[config.mk]
export PLATFORM = sky130hd
export DESIGN_NAME = csr_access_ctrl
export DESIGN_NICKNAME = d
export VERILOG_FILES = /design/src/rtl/csr_access_ctrl.sv
export SDC_FILE = /design/constraint.sdc
export NUM_CORES = 1
export LEC_CHECK = 0
export CORE_AREA = 2 2 109 111
export CTS_BUF_LIST = sky130_fd_sc_hd__clkbuf_4
export CTS_CLUSTER_DIAMETER = 40
export DETAILED_ROUTE_END_ITERATION = 10
export DIE_AREA = 0 0 111 113
export HOLD_SLACK_MARGIN = 0.15
export MAX_ROUTING_LAYER = met4
export PLACE_DENSITY = 0.87
export RECOVER_POWER = 100
export SLEW_MARGIN = 0
export SYNTH_ARGS = -nofsm -noshare
export SYNTH_HDL_FRONTEND = slang
export SYNTH_SLANG_ARGS = --single-unit
export TNS_END_PERCENT = 10
[constraint.sdc]
create_clock -name clk -period 4.3 [get_ports clk]
set_input_delay 1.29 -clock clk [delete_from_list [all_inputs] [get_ports clk]]
set_output_delay 1.29 -clock clk [all_outputs]
set_load 0.005 [all_outputs]
[src/rtl/csr_access_ctrl.sv]
// csr_access_ctrl
// Sequences every access to the single-port, synchronous-read CSR array.
// Decoded CSR instructions (CSRRW/RS/RC and their immediate forms) become
// read / modify / write sequences. The trap unit shares the array and has
// fixed priority over the pipeline request port.
//
// Ports:
//   clk, rst_n          clock, synchronous active-low reset
//   req_*               pipeline CSR request (valid/ready handshake)
//   rsp_*               one-cycle completion pulse with old CSR value for rd
//   trap_*              trap unit write request (valid/ready handshake)
//   ram_*               CSR array port; ram_rdata is valid one cycle after a read
//   busy                controller is not idle
module csr_access_ctrl #(
  parameter int unsigned XLEN  = 32,
  parameter int unsigned ADR_W = 12
) (
  input  logic             clk,
  input  logic             rst_n,
  input  logic             req_valid,
  output logic             req_ready,
  input  logic [ADR_W-1:0] req_csr_adr,
  input  logic [1:0]       req_op_ctr,
  input  logic             req_imm_en,
  input  logic [XLEN-1:0]  req_rs1_data,
  input  logic [4:0]       req_zimm,
  input  logic             req_read_en,
  input  logic             req_wr_en,
  input  logic [4:0]       req_rd_adr,
  output logic             rsp_valid,
  output logic [XLEN-1:0]  rsp_rdata,
  output logic [4:0]       rsp_rd_adr,
  output logic             rsp_rd_we,
  input  logic             trap_valid,
  output logic             trap_ready,
  input  logic [ADR_W-1:0] trap_adr,
  input  logic [XLEN-1:0]  trap_wdata,
  output logic             ram_en,
  output logic             ram_we,
  output logic [ADR_W-1:0] ram_adr,
  output logic [XLEN-1:0]  ram_wdata,
  input  logic [XLEN-1:0]  ram_rdata,
  output logic             busy
);

  localparam logic [2:0] StIdle   = 3'd0;
  localparam logic [2:0] StRead   = 3'd1;
  localparam logic [2:0] StWait   = 3'd2;
  localparam logic [2:0] StWrite  = 3'd3;
  localparam logic [2:0] StResp   = 3'd4;
  localparam logic [2:0] StTrapWr = 3'd5;

  localparam logic [1:0] OpWrite = 2'd0;
  localparam logic [1:0] OpSet   = 2'd1;
  localparam logic [1:0] OpClear = 2'd2;
  localparam logic [1:0] OpNone  = 2'd3;

  logic [2:0]       r_state;
  logic [2:0]       w_state_d;
  // r_adr / r_src double as the trap write address / data while in StTrapWr.
  logic [ADR_W-1:0] r_adr;
  logic [XLEN-1:0]  r_src;
  logic [XLEN-1:0]  r_old;
  logic [1:0]       r_op;
  logic [4:0]       r_rd_adr;
  logic             r_read_en;
  logic             r_eff_wr;

  logic             w_idle;
  logic             w_trap_acc;
  logic             w_req_acc;
  logic             w_eff_wr;
  logic [XLEN-1:0]  w_src;
  logic [XLEN-1:0]  w_new;

  assign w_idle     = (r_state == StIdle);
  assign trap_ready = w_idle;
  assign req_ready  = w_idle & ~trap_valid;
  assign w_trap_acc = trap_valid & trap_ready;
  assign w_req_acc  = req_valid & req_ready;
  assign busy       = ~w_idle;
  assign rsp_rd_adr = r_rd_adr;

  // op==none never writes, even if the decoder asserted wr_en.
  assign w_eff_wr = req_wr_en & (req_op_ctr != OpNone);
  assign w_src    = req_imm_en ? {{(XLEN-5){1'b0}}, req_zimm} : req_rs1_data;

  // A write that skipped the read is always op==write, so it reduces to src.
  always_comb begin
    w_new = r_src;
    case (r_op)
      OpSet:   w_new = r_old | r_src;
      OpClear: w_new = r_old & ~r_src;
      default: w_new = r_src;
    endcase
  end

  always_comb begin
    w_state_d = r_state;
    case (r_state)
      StIdle: begin
        if (w_trap_acc) begin
          w_state_d = StTrapWr;
        end else if (w_req_acc) begin
          if (req_read_en | (w_eff_wr & (req_op_ctr != OpWrite))) begin
            w_state_d = StRead;
          end else if (w_eff_wr) begin
            w_state_d = StWrite;
          end else begin
            w_state_d = StResp;
          end
        end
      end
      StRead:   w_state_d = StWait;
      StWait:   w_state_d = r_eff_wr ? StWrite : StResp;
      StWrite:  w_state_d = StResp;
      StResp:   w_state_d = StIdle;
      StTrapWr: w_state_d = StIdle;
      default:  w_state_d = StIdle;
    endcase
  end

  always_comb begin
    ram_en    = 1'b0;
    ram_we    = 1'b0;
    ram_adr   = '0;
    ram_wdata = '0;
    rsp_valid = 1'b0;
    rsp_rdata = '0;
    rsp_rd_we = 1'b0;
    case (r_state)
      StRead: begin
        ram_en  = 1'b1;
        ram_adr = r_adr;
      end
      StWrite: begin
        ram_en    = 1'b1;
        ram_we    = 1'b1;
        ram_adr   = r_adr;
        ram_wdata = w_new;
      end
      StTrapWr: begin
        ram_en    = 1'b1;
        ram_we    = 1'b1;
        ram_adr   = r_adr;
        ram_wdata = r_src;
      end
      StResp: begin
        rsp_valid = 1'b1;
        rsp_rd_we = r_read_en;
        rsp_rdata = r_read_en ? r_old : '0;
      end
      default: ;
    endcase
  end

  always_ff @(posedge clk) begin
    if (!rst_n) begin
      r_state   <= StIdle;
      r_adr     <= '0;
      r_src     <= '0;
      r_old     <= '0;
      r_op      <= OpNone;
      r_rd_adr  <= '0;
      r_read_en <= 1'b0;
      r_eff_wr  <= 1'b0;
    end else begin
      r_state <= w_state_d;
      if (w_trap_acc) begin
        r_adr <= trap_adr;
        r_src <= trap_wdata;
      end else if (w_req_acc) begin
        r_adr     <= req_csr_adr;
        r_src     <= w_src;
        r_op      <= req_op_ctr;
        r_rd_adr  <= req_rd_adr;
        r_read_en <= req_read_en;
        r_eff_wr  <= w_eff_wr;
        r_old     <= '0;
      end
      if (r_state == StWait) begin
        r_old <= ram_rdata;
      end
    end
  end

endmodule
==> results by group, run 1 <==
Status
  – Status: finished, violations left
  – Failing checks: max-capacitance violations, max-slew violations

Logic synthesis
  – Syn nets: 801
  – Cell Area, Synth: 0.00523 mm²
  – Compound-Gate Fraction of Synth Area: 30.6%
  – Synthesized instance count: 660
  – Sequential area share after synthesis: 33.7%
  – Syn avg cell area: 7.93 µm²
  – Simple logic cell fraction of the synthesized area: 20.6%
  – Mux share of post-synthesis cell area: 6.89%
  – Yosys reg bits: 88
  – Post-Synth Adder-Cell Area: 0.478%
  – Largest family of logic cells by synthesized area: compound AO/OA/AOI/OAI gates
  – Synth unique cells: 35
  – Xor-xnor portion of the synthesized cell area: 0%
  – Synth warn: 0

Die
  – # IOs: 227
  – Die ar.: 0.0125 mm²
  – Initial Utilization: 46.4%
  – Row cnt: 39
  – Die Y: 113 µm
  – Width of the die: 111 µm
  – Core area: 0.0113 mm²

Power
  – Switch Pwr: 767 µW
  – Part of the power in combinational logic: 33.9%
  – Flop pwr share: 47.7%
  – Clock Power Share: 18.4%
  – Pwr dens: 288 mW/mm²
  – Peak supply drop: 156 µV
  – Switching part of the total power: 35.1%
  – Leakage: 0.00303 µW
  – Internal power: 1420 µW

Worst setup path
  – Critical Path AT: 2.79 ns
  – Critical Path RT: 3.01 ns
  – Critical path fanouts, max: 33
  – Worst setup SP type: flip-flop
  – CP endpoint kind: output pin
  – Crit Path Category: flip-flop to output pin

Final layout
  – Final core utilization: 67.3%
  – Ant. Diodes: 0
  – Fraction of layout cells with a size suffix above 1: 5.05%
  – Non-Filler Instances: 995
  – Finished Cell Area: 0.00759 mm²
  – # nets final: 988
  – Layout fillers: 964
  – Area delta synth->final: 45.0%

STA
  – Post-route clock period utilization: 94.8%
  – Post-route setup TNS: 0 ns
  – Slew @ Worst Pin: 1.56 ns
  – Fmax: 245 MHz
  – Pins over their slew limit: 67
  – Clock Skew: 0.0185 ns
  – Worst slew margin: -3.95%
  – Hold WS: 0.521 ns
  – Unrepaired setup endpoints after global routing: false
  – Final hold viol count: 0
  – Finish-stage setup viols: 0
  – Tmin final: 4.08 ns

Detailed routing
  – Routed wire length per instance: 17.3 µm
  – ANT nets after route: 0
  – DRC viols: 0
  – Via count: 5584
  – First-pass DRT Iterations: 5
  – Number of vias per cell: 5.61
  – WL final: 17200 µm
  – 1st-iter DRT viols: 370

Global routing
  – Tot GR Track Use: 27.3%
  – Vias in the first global route: 5403
  – Gr ovfl total: 0
  – Antenna violations before repair: 0
  – Largest net degree at the start of global routing: 67
  – First-pass GRT wire length: 27200 µm

Placement
  – Gpl congestion: 0.866
  – Port-buffer cells: 226
  – Cells after DPL: 979
  – DP HPWL: 12500 µm
  – Post-Place Cell Area: 0.00750 mm²

Clock tree
  – CTS tree: yes
  – Cts hold-fix bufs: 0
  – Post-CTS Setup Repair Bufs: 0
  – Post-cts repair resize count: 0
  – H-tree levels: 3
  – Num CTS Buffers: 9
  – Clock Sinks: 88
  – Max Root-Sink Buffers: 2
  – Reg clk slew, reported paths: 0.14 ns
  – Root Buffer: clkbuf_4
  – Clk_lat worst skew: 0.43 ns

Hold path
  – Min-delay worst type: flip-flop to flip-flop

Job
  – Max_cap viols: 1
-- through the flow --
| step | setup slack (ns) | total power [µW] |
|---|---|---|
| CTS | 0.266 | 2200 |
| global route | 0.0741 | 2310 |
| finish | 0.222 | 2180 |
| detailed placement | 0.772 | 1800 |
| global placement | 0.919 | 1780 |
| floorplan | 1.06 | 1470 |
-- worst max-delay path, cell delays in order (launching register included) --
cell and delay, ns:
dfxtp_1 0.68, and3_1 0.25, clkbuf_2 0.56, a22o_1 0.28, dlygate4sd3_1 0.57
-- sequential cells by signal (all words and copies together) (netlist names) --
register	count
r_adr	12
r_eff_wr	1
r_old	32
r_op	2
r_read_en	1
r_src	32
r_state	3
rsp_rd_adr	5
-- path summary, 6_finish.rpt --
| path | depth (start not counted) | slack [ns] | end | startpoint |
|---|---|---|---|---|
| max | 4 | 0.22 | ram_wdata[17] | r_state[2]$_SDFFE_PN0P_ |
| max reg2reg | 6 | 1.72 | r_src[15]$_SDFFE_PN0P_ | r_state[2]$_SDFFE_PN0P_ |
| min reg2reg | 2 | 0.52 | r_src[0]$_SDFFE_PN0P_ | r_src[0]$_SDFFE_PN0P_ |
| min | 2 | 0.52 | r_src[0]$_SDFFE_PN0P_ | r_src[0]$_SDFFE_PN0P_ |
-- cells in the mapped netlist (all sizes together) --
cell type / number / area (µm²)
a21oi: 108 / 541
dfxtp: 88 / 1760
o21ai: 58 / 290
nor2b: 57 / 357
and2: 45 / 282
mux2i: 36 / 360
clkbuf: 34 / 128
inv: 34 / 128
a22o: 33 / 289
a22oi: 33 / 248
nand2b: 33 / 206
buf: 29 / 149
nor2: 19 / 73.8
o221a: 11 / 124
nand2: 10 / 37.5
a21boi: 7 / 52.6
a211oi: 5 / 37.5
or3: 5 / 31.3
nor3: 4 / 36.3
and3: 2 / 12.5
ha: 2 / 25.0
nand3b: 2 / 15.0
nor3b: 1 / 12.5
nor4b: 1 / 8.76
o311a: 1 / 10.0
o32a: 1 / 10.0
or2: 1 / 6.26
-- cells in the final DEF (no fill, tap or decap), types with 13 or more instances in the layout --
cell type and n:
clkdlybuf4s50_1 178, a21oi_1 108, dfxtp_1 88, o21ai_0 58, nor2b_1 57, dlygate4sd3_1 46, mux2i_1 36, inv_1 33
nand2b_1 33, a22o_1 33, a22oi_1 33, and2_0 32, nor2_1 18, and2_1 13
-- power groups by stage --
stage	Combinational [µW]	Clock, µW	Sequential [µW]
2_1_floorplan	468	0	1000
3_3_place_gp	733	0	1040
3_5_place_dp	752	0	1050
4_1_cts	757	407	1040
5_1_grt	812	440	1060
6_report	740	402	1040
-- cell families after synthesis --
kind of cell    after synthesis
fa+ha+maj                     2
mux                          36
compound gates              257
flops                        88
buf+inv                      97
simple gates                180
-- final cells by class --
cell class                      instances  area (µm²)  share of cell area [%]
Multi-Input combinational cell        475        3080                    40.6
Timing Repair Buffer                  239        2330                    30.8
Sequential cell                        88        1760                    23.2
Tap cell                              143         179                    2.36
Inverter                               34         128                    1.68
Clock buffer                           11        82.6                    1.09
Clock inverter                          5        23.8                   0.313
-- per-layer routing --
layer | global-route usage, % | part of all wire, % | up-vias
met1 | 35.8 | 44 | 2641
met4 | 7.92 | 1.5 | 0
met3 | 3.96 | 7.4 | 19
met5 | - | 0 | -
met2 | 44.2 | 47 | 247
li1 | - | - | 2677
Power figures use the tool's default switching activity.
==> inputs of run 2 (changes only) <==
--- a/config.mk
+++ b/config.mk
@@ -8,6 +8,7 @@
 export CORE_AREA = 2 2 109 111
 export CTS_BUF_LIST = sky130_fd_sc_hd__clkbuf_4
 export CTS_CLUSTER_DIAMETER = 40
+export CTS_CLUSTER_SIZE = 14
 export DETAILED_ROUTE_END_ITERATION = 10
 export DIE_AREA = 0 0 111 113
 export HOLD_SLACK_MARGIN = 0.15
@@ -18,4 +19,4 @@
 export SYNTH_ARGS = -nofsm -noshare
 export SYNTH_HDL_FRONTEND = slang
 export SYNTH_SLANG_ARGS = --single-unit
-export TNS_END_PERCENT = 10
+export TNS_END_PERCENT = 20
==> results of run 2 <==
The final DEF is identical to that of run 1; final timing and power are the same.
